### src/rtl/brq_ldst_pkg.sv
// Shared types and lane-code constants for the data-memory load/store sequencer.
package brq_ldst_pkg;

    typedef enum logic [1:0] {
        ST_IDLE      = 2'd0,
        ST_LD_WAIT   = 2'd1,
        ST_RMW_MERGE = 2'd2,
        ST_DONE      = 2'd3
    } ldst_state_e;

    localparam logic [2:0] LANE_B0  = 3'b000;
    localparam logic [2:0] LANE_B1  = 3'b001;
    localparam logic [2:0] LANE_B2  = 3'b010;
    localparam logic [2:0] LANE_B3  = 3'b011;
    localparam logic [2:0] LANE_HLO = 3'b100;
    localparam logic [2:0] LANE_HHI = 3'b101;
    localparam logic [2:0] LANE_W   = 3'b110;
    localparam logic [2:0] LANE_ILL = 3'b111;

endpackage

### src/rtl/rmw_merge.sv
// Replaces one byte/half/word lane of an old word with right-aligned new data.
module rmw_merge
    import brq_ldst_pkg::*;
#(
    parameter int DataWidth = 32
) (
    input  logic [DataWidth-1:0] old_word_i,
    input  logic [DataWidth-1:0] new_data_i,
    input  logic [2:0]           lane_i,
    output logic [DataWidth-1:0] merged_o
);

    // Lane substitution; unknown codes leave the old word intact
    always_comb begin
        merged_o = old_word_i;
        case (lane_i)
            LANE_B0:  merged_o[7:0]   = new_data_i[7:0];
            LANE_B1:  merged_o[15:8]  = new_data_i[7:0];
            LANE_B2:  merged_o[23:16] = new_data_i[7:0];
            LANE_B3:  merged_o[31:24] = new_data_i[7:0];
            LANE_HLO: merged_o[15:0]  = new_data_i[15:0];
            LANE_HHI: merged_o[31:16] = new_data_i[15:0];
            LANE_W:   merged_o        = new_data_i;
            default:  merged_o        = old_word_i;
        endcase
    end

endmodule

### src/rtl/dmem_rmw_ctrl.sv
// Data BRAM sequencer: single-cycle word stores, read-modify-write sub-word
// stores, registered raw load word, and the core stall request.
module dmem_rmw_ctrl
    import brq_ldst_pkg::*;
#(
    parameter int DataWidth = 32,
    parameter int AddrWidth = 15
) (
    input  logic                 brq_clk,
    input  logic                 brq_rst_n,
    input  logic                 req_valid,
    input  logic                 req_we,
    input  logic [2:0]           req_byte_en,
    input  logic [AddrWidth-1:0] req_addr,
    input  logic [DataWidth-1:0] req_wdata,
    output logic                 dmem_en,
    output logic                 dmem_we,
    output logic [AddrWidth-1:0] dmem_addr,
    output logic [DataWidth-1:0] dmem_wdata,
    input  logic [DataWidth-1:0] dmem_rdata,
    output logic                 load_valid,
    output logic [DataWidth-1:0] load_data,
    output logic                 misalign_err,
    output logic                 ldst_stall
);

    ldst_state_e          state_q, state_d;
    logic [AddrWidth-1:0] addr_q;
    logic [2:0]           lane_q;
    logic [DataWidth-1:0] wdata_q;
    logic                 we_q;
    logic [DataWidth-1:0] load_data_q;

    logic                 accept_s;
    logic                 en_s, we_s, stall_s, misalign_s;
    logic [AddrWidth-1:0] addr_s;
    logic [DataWidth-1:0] wdata_s;
    logic [DataWidth-1:0] merged_s;

    rmw_merge #(.DataWidth(DataWidth)) u_merge (
        .old_word_i (dmem_rdata),
        .new_data_i (wdata_q),
        .lane_i     (lane_q),
        .merged_o   (merged_s)
    );

    // Next-state and BRAM/stall decode
    always_comb begin
        state_d    = state_q;
        accept_s   = 1'b0;
        en_s       = 1'b0;
        we_s       = 1'b0;
        addr_s     = '0;
        wdata_s    = '0;
        stall_s    = 1'b0;
        misalign_s = 1'b0;
        case (state_q)
            ST_IDLE: begin
                if (req_valid) begin
                    accept_s = 1'b1;
                    if (req_byte_en == LANE_ILL) begin
                        misalign_s = 1'b1;
                    end else if (req_we && (req_byte_en == LANE_W)) begin
                        en_s    = 1'b1;
                        we_s    = 1'b1;
                        addr_s  = req_addr;
                        wdata_s = req_wdata;
                    end else begin
                        en_s    = 1'b1;
                        addr_s  = req_addr;
                        stall_s = 1'b1;
                        state_d = req_we ? ST_RMW_MERGE : ST_LD_WAIT;
                    end
                end else begin
                    state_d = ST_IDLE;
                end
            end
            ST_LD_WAIT: begin
                stall_s = 1'b1;
                state_d = ST_DONE;
            end
            ST_RMW_MERGE: begin
                en_s    = 1'b1;
                we_s    = 1'b1;
                addr_s  = addr_q;
                wdata_s = merged_s;
                stall_s = 1'b1;
                state_d = ST_DONE;
            end
            ST_DONE: begin
                state_d = ST_IDLE;
            end
            default: begin
                state_d = ST_IDLE;
            end
        endcase
    end

    // State, latched request and registered load word
    always_ff @(posedge brq_clk or negedge brq_rst_n) begin
        if (!brq_rst_n) begin
            state_q     <= ST_IDLE;
            addr_q      <= '0;
            lane_q      <= 3'b000;
            wdata_q     <= '0;
            we_q        <= 1'b0;
            load_data_q <= '0;
        end else begin
            state_q <= state_d;
            if (accept_s) begin
                addr_q  <= req_addr;
                lane_q  <= req_byte_en;
                wdata_q <= req_wdata;
                we_q    <= req_we;
            end
            if (state_q == ST_LD_WAIT) begin
                load_data_q <= dmem_rdata;
            end
        end
    end

    // Strobes are gated by reset so an in-flight RMW write dies the moment reset asserts
    assign dmem_en      = en_s & brq_rst_n;
    assign dmem_we      = we_s & brq_rst_n;
    assign dmem_addr    = addr_s;
    assign dmem_wdata   = wdata_s;
    assign ldst_stall   = stall_s & brq_rst_n;
    assign misalign_err = misalign_s & brq_rst_n;
    assign load_valid   = (state_q == ST_DONE) & ~we_q & brq_rst_n;
    assign load_data    = load_data_q;

endmodule

### config.mk
export PLATFORM = sky130hd
export DESIGN_NAME = dmem_rmw_ctrl
export DESIGN_NICKNAME = d
export VERILOG_FILES = /design/src/rtl/brq_ldst_pkg.sv /design/src/rtl/rmw_merge.sv /design/src/rtl/dmem_rmw_ctrl.sv
export SDC_FILE = /design/constraint.sdc
export NUM_CORES = 1
export LEC_CHECK = 0
export CAP_MARGIN = 10
export CORE_ASPECT_RATIO = 1.75
export CORE_UTILIZATION = 49
export CTS_CLUSTER_DIAMETER = 50
export DETAILED_ROUTE_END_ITERATION = 10
export GPL_TIMING_DRIVEN = 0
export PLACE_DENSITY = 0.86
export SLEW_MARGIN = 20
export SYNTH_ARGS = -nofsm -noshare
export SYNTH_HDL_FRONTEND = slang
export SYNTH_SLANG_ARGS = --single-unit
### constraint.sdc
create_clock -name brq_clk -period 4.6 [get_ports brq_clk]
set_input_delay 0.92 -clock brq_clk [delete_from_list [all_inputs] [get_ports brq_clk]]
set_output_delay 0.92 -clock brq_clk [all_outputs]
set_load 0.02 [all_outputs]
==> metrics.txt <==
# TYPE chip_impl_metric gauge
chip_impl_info{name="min_path_type",value="register to register"} 1
chip_impl_info{name="cts_root_buffer",value="sky130_fd_sc_hd__clkbuf_16"} 1
chip_impl_metric{name="design.portCount",unit=""} 170
chip_impl_info{name="crit-reg2reg-launch",value="state_q[0]$_DFFE_PN0P_"} 1
chip_impl_metric{name="dieArea",unit="um2"} 10100
chip_impl_metric{name="floorplan_die_width",unit="um"} 76.6
chip_impl_metric{name="fp-row-count",unit=""} 47
chip_impl_metric{name="max_clock_freq",unit="GHz"} 0.229
chip_impl_info{name="hold-path-endpoint",value="wdata_q[29]$_DFFE_PN0P_"} 1
chip_impl_metric{name="clock_sinks",unit=""} 85
chip_impl_metric{name="max_cap_violations",unit=""} 0
chip_impl_metric{name="hold-path-cell-count",unit=""} 2
chip_impl_metric{name="cts_htree_levels",unit=""} 3
chip_impl_metric{name="drt_iter0_markers",unit=""} 378
chip_impl_info{name="critical-path-top-cell-by-count",value="sky130_fd_sc_hd__clkdlybuf4s50_1"} 1
chip_impl_metric{name="finish.instance_area",unit="um2"} 6900
chip_impl_metric{name="post_cts_buffers",unit=""} 0
chip_impl_metric{name="wire_per_inst",unit="um"} 19.9
chip_impl_info{name="worst_setup_path_start_kind",value="input pin"} 1
chip_impl_metric{name="postSynthCellCount",unit=""} 523
chip_impl_info{name="hold_path_startpoint",value="wdata_q[29]$_DFFE_PN0P_"} 1
chip_impl_metric{name="finalCoreUtilization",unit="%"} 72.9
chip_impl_metric{name="yosysUniqueCellTypes",unit=""} 38
chip_impl_metric{name="clock_latency_of_the_later_clocked_register_in_the_worst_skew_pair",unit="ns"} 0.35
chip_impl_metric{name="fillerInstances",unit=""} 709
chip_impl_metric{name="slew_violations",unit=""} 0
chip_impl_metric{name="multiInputGateArea",unit="um2"} 2430
chip_impl_metric{name="design.core.area",unit="um2"} 9470
chip_impl_info{name="outcome",value="completed"} 1
chip_impl_metric{name="floorplan.die.height",unit="um"} 133
chip_impl_metric{name="drtPass1Iterations",unit=""} 5
chip_impl_info{name="cp-end-kind",value="primary output"} 1
chip_impl_metric{name="synth-seq-area-share",unit="%"} 44.6
chip_impl_metric{name="p_total",unit="mW"} 5.00
chip_impl_metric{name="fin_crit",unit="ns"} 4.37
chip_impl_metric{name="grt_start_max_net_pins",unit=""} 61
chip_impl_info{name="grt_setup_unrepaired",value="no"} 1
chip_impl_metric{name="sequential_cell_area",unit="um2"} 2130
chip_impl_metric{name="floorplan.initialDensity",unit="%"} 50.4
chip_impl_metric{name="clkTransAtPathRegs",unit="ns"} 0.06
chip_impl_metric{name="power.density",unit="nW/um2"} 726
chip_impl_metric{name="synthesis.nets",unit=""} 614
chip_impl_metric{name="postCtsResizedCells",unit=""} 0
chip_impl_metric{name="dpl.hpwl",unit="um"} 12300
chip_impl_metric{name="layout_cells_sized_above_1",unit="%"} 9.73
chip_impl_metric{name="detailed_place.area",unit="um2"} 6640
chip_impl_metric{name="setup_tns",unit="ns"} 0
chip_impl_metric{name="syn_to_final_growth",unit="%"} 44.7
chip_impl_metric{name="worst-endpoint-required",unit="ns"} 3.68
chip_impl_info{name="regToRegEndpoint",value="addr_q[12]$_DFFE_PN0P_"} 1
chip_impl_info{name="cpLargestDelayFamily",value="buffers and inverters"} 1
chip_impl_metric{name="max_slew.worst_pin.slew",unit="ns"} 0.656
chip_impl_metric{name="timing.final.hold_violations",unit=""} 0
chip_impl_metric{name="dr_total_vias",unit=""} 4974
chip_impl_metric{name="synth.ff_latch_count",unit=""} 85
chip_impl_metric{name="setup_viol_count_final",unit=""} 0
chip_impl_metric{name="finalWirelength",unit="um"} 16500
chip_impl_metric{name="reg2reg_setup_slack",unit="ns"} 2.54
chip_impl_metric{name="final_antenna_net_count",unit=""} 0
chip_impl_info{name="crit_path_cell_trace",value="clkdlybuf4s50_1, nand4b_1, nor2_1, clkbuf_1, a22o_1, clkdlybuf4s50_1"} 1
chip_impl_metric{name="global_route_wire_length_before_repair",unit="um"} 26100
chip_impl_metric{name="fin_nets",unit=""} 795
chip_impl_metric{name="ir_drop",unit="V"} 0.000446
chip_impl_metric{name="vias_in_the_first_global_route",unit=""} 5235
chip_impl_metric{name="cts_inserted_buffers",unit=""} 9
chip_impl_metric{name="maxSlewHeadroom",unit="%"} 56.3
chip_impl_metric{name="clock_tree.buffer_depth",unit=""} 2
chip_impl_metric{name="initial_antenna_violation_count",unit=""} 0
chip_impl_metric{name="mappedNetlistArea",unit="um2"} 4770
chip_impl_metric{name="syn_avg_cell_area",unit="um2"} 9.12
chip_impl_info{name="layout_commonest_cell",value="sky130_fd_sc_hd__nand2_1"} 1
chip_impl_metric{name="remaining_drc_errors",unit=""} 0
chip_impl_metric{name="cts_hold_repair_buffers",unit=""} 0
chip_impl_metric{name="hold_ws",unit="ns"} 0.476
chip_impl_metric{name="yosys_warnings",unit=""} 0
chip_impl_metric{name="groute.usage.overall",unit="%"} 33.5
chip_impl_metric{name="buffers_and_inverters_on_the_worst_path",unit=""} 3
chip_impl_info{name="timing_worst_setup_path_type",value="input pin to primary output"} 1
chip_impl_info{name="mostFrequentLayoutCells",value="sky130_fd_sc_hd__nand2_1, sky130_fd_sc_hd__clkdlybuf4s50_1, sky130_fd_sc_hd__dfrtp_1"} 1
chip_impl_metric{name="fin_skew",unit="ns"} 0.00499
chip_impl_metric{name="reg2regPathDepth",unit=""} 8
chip_impl_metric{name="grt_total_ovfl",unit=""} 0
chip_impl_metric{name="gpl_congestion",unit=""} 0.900
chip_impl_metric{name="num_antenna_cells",unit=""} 0
chip_impl_metric{name="delay_of_the_slowest_cell_on_the_worst_path",unit="ns"} 0.62
chip_impl_metric{name="portBuffers",unit=""} 169
chip_impl_metric{name="final_min_period_over_clock_period",unit="%"} 95.0
chip_impl_metric{name="crit_fanout",unit=""} 10
chip_impl_info{name="crit_path_top_delay_cell",value="sky130_fd_sc_hd__clkdlybuf4s50_1"} 1
chip_impl_info{name="cts_tree",value="yes"} 1
chip_impl_metric{name="via_per_inst",unit=""} 5.99
chip_impl_metric{name="cp.arrival",unit="ns"} 3.45
chip_impl_metric{name="leak_pwr",unit="nW"} 3.00
## area by class of cell
cell class / count / share of cell area (%)
repair buffers: 170 / 24.9
clock inverters: 5 / 0.399
plain buffers: 41 / 2.65
multi-input cells: 390 / 35.3
inverters: 7 / 0.381
flip-flops and latches: 85 / 30.8
clock buffers: 11 / 3.37
well taps: 122 / 2.21
## metal layers
layer / track usage (%) / vias up / share of wire, %
met5: 0 / - / 0
met4: 22.8 / 0 / 6.5
met3: 7.93 / 78 / 6.3
met2: 59.8 / 271 / 53
met1: 34.2 / 2421 / 35
li1: - / 2204 / -
## metrics by stage
stage / worst slack [ns] / std cells
2_1_floorplan: 1.74 / 523
3_3_place_gp: -1.68 / 814
3_5_place_dp: 0.271 / 815
4_1_cts: 0.270 / 831
5_1_grt: 0.165 / 831
6_report: 0.228 / 831
## worst register-to-register path: cells and delay by family, from the launching register on
| family | cells | cell delay, ns |
|---|---|---|
| buffers and inverters | 4 | 1.01 |
| DFF | 1 | 0.41 |
| adders and majority gates | 1 | 0.24 |
| and+or+nand+nor | 3 | 0.34 |
## how the worst max path moves through the flow
stage / from / end / slack (ns) / cells past startpoint
after CTS: req_byte_en[0] / dmem_wdata[15] / 0.27 / 6
after floorplan: req_valid / ldst_stall / 1.74 / 5
after global routing: req_byte_en[0] / dmem_wdata[15] / 0.16 / 6
after global placement: brq_rst_n / ldst_stall / -1.68 / 3
final: req_byte_en[0] / dmem_wdata[15] / 0.23 / 6
after detailed placement: req_byte_en[0] / dmem_wdata[15] / 0.27 / 6
## where the power goes
| part | internal (mW) | switching (mW) |
|---|---|---|
| Clock | 0.362 | 0.298 |
| Sequential | 1.12 | 0.298 |
| Combinational | 1.34 | 1.59 |
## sequential cells by signal (all words and copies together), names as in the netlist
signal	flops
load_data	32
wdata_q	32
addr_q	15
lane_q	3
state_q	2
we_q	1
## cell usage after synthesis
master	count	area (um2)
sky130_fd_sc_hd__o22ai_1	11	68.8
sky130_fd_sc_hd__o21ai_0	19	95.1
sky130_fd_sc_hd__inv_1	7	26.3
sky130_fd_sc_hd__nand2b_1	6	37.5
sky130_fd_sc_hd__a32o_1	19	190
sky130_fd_sc_hd__and3_1	1	6.26
sky130_fd_sc_hd__buf_6	2	22.5
sky130_fd_sc_hd__dfrtp_1	85	2130
sky130_fd_sc_hd__ha_1	5	62.6
sky130_fd_sc_hd__o211ai_1	14	105
sky130_fd_sc_hd__nor2_1	11	41.3
sky130_fd_sc_hd__nand2_1	173	649
sky130_fd_sc_hd__nand3b_1	2	15.0
sky130_fd_sc_hd__nor2_2	1	6.26
sky130_fd_sc_hd__mux2_2	30	338
sky130_fd_sc_hd__o21ai_1	11	55.1
sky130_fd_sc_hd__and2_1	4	25.0
sky130_fd_sc_hd__mux2_4	8	120
sky130_fd_sc_hd__a221o_1	1	10.0
sky130_fd_sc_hd__or3_1	6	37.5
sky130_fd_sc_hd__nor2b_1	4	25.0
sky130_fd_sc_hd__a31oi_2	1	12.5
sky130_fd_sc_hd__a31oi_1	4	25.0
sky130_fd_sc_hd__buf_2	11	55.1
sky130_fd_sc_hd__a22o_1	16	140
sky130_fd_sc_hd__nor3b_1	1	7.51
sky130_fd_sc_hd__a21o_1	3	22.5
sky130_fd_sc_hd__nand4_1	1	6.26
sky130_fd_sc_hd__mux2i_1	12	120
sky130_fd_sc_hd__buf_1	7	26.3
sky130_fd_sc_hd__a21oi_1	7	35.0
sky130_fd_sc_hd__mux2_1	4	45.0
sky130_fd_sc_hd__a2bb2oi_1	4	35.0
sky130_fd_sc_hd__o32a_1	1	10.0
sky130_fd_sc_hd__o21a_1	2	15.0
sky130_fd_sc_hd__o2bb2ai_1	7	61.3
sky130_fd_sc_hd__nand4b_1	1	8.76
sky130_fd_sc_hd__clkbuf_1	21	78.8
## logic make-up after synthesis
kind of cell / Yosys count / synth area share [%]
muxes: 54 / 13.1
buffers and inverters: 48 / 4.38
DFF: 85 / 44.6
and+or+nand+nor: 211 / 18.2
adders and majority gates: 5 / 1.31
AOI/OAI and AO/OA: 120 / 18.5
(Power assumes the default switching activity.)
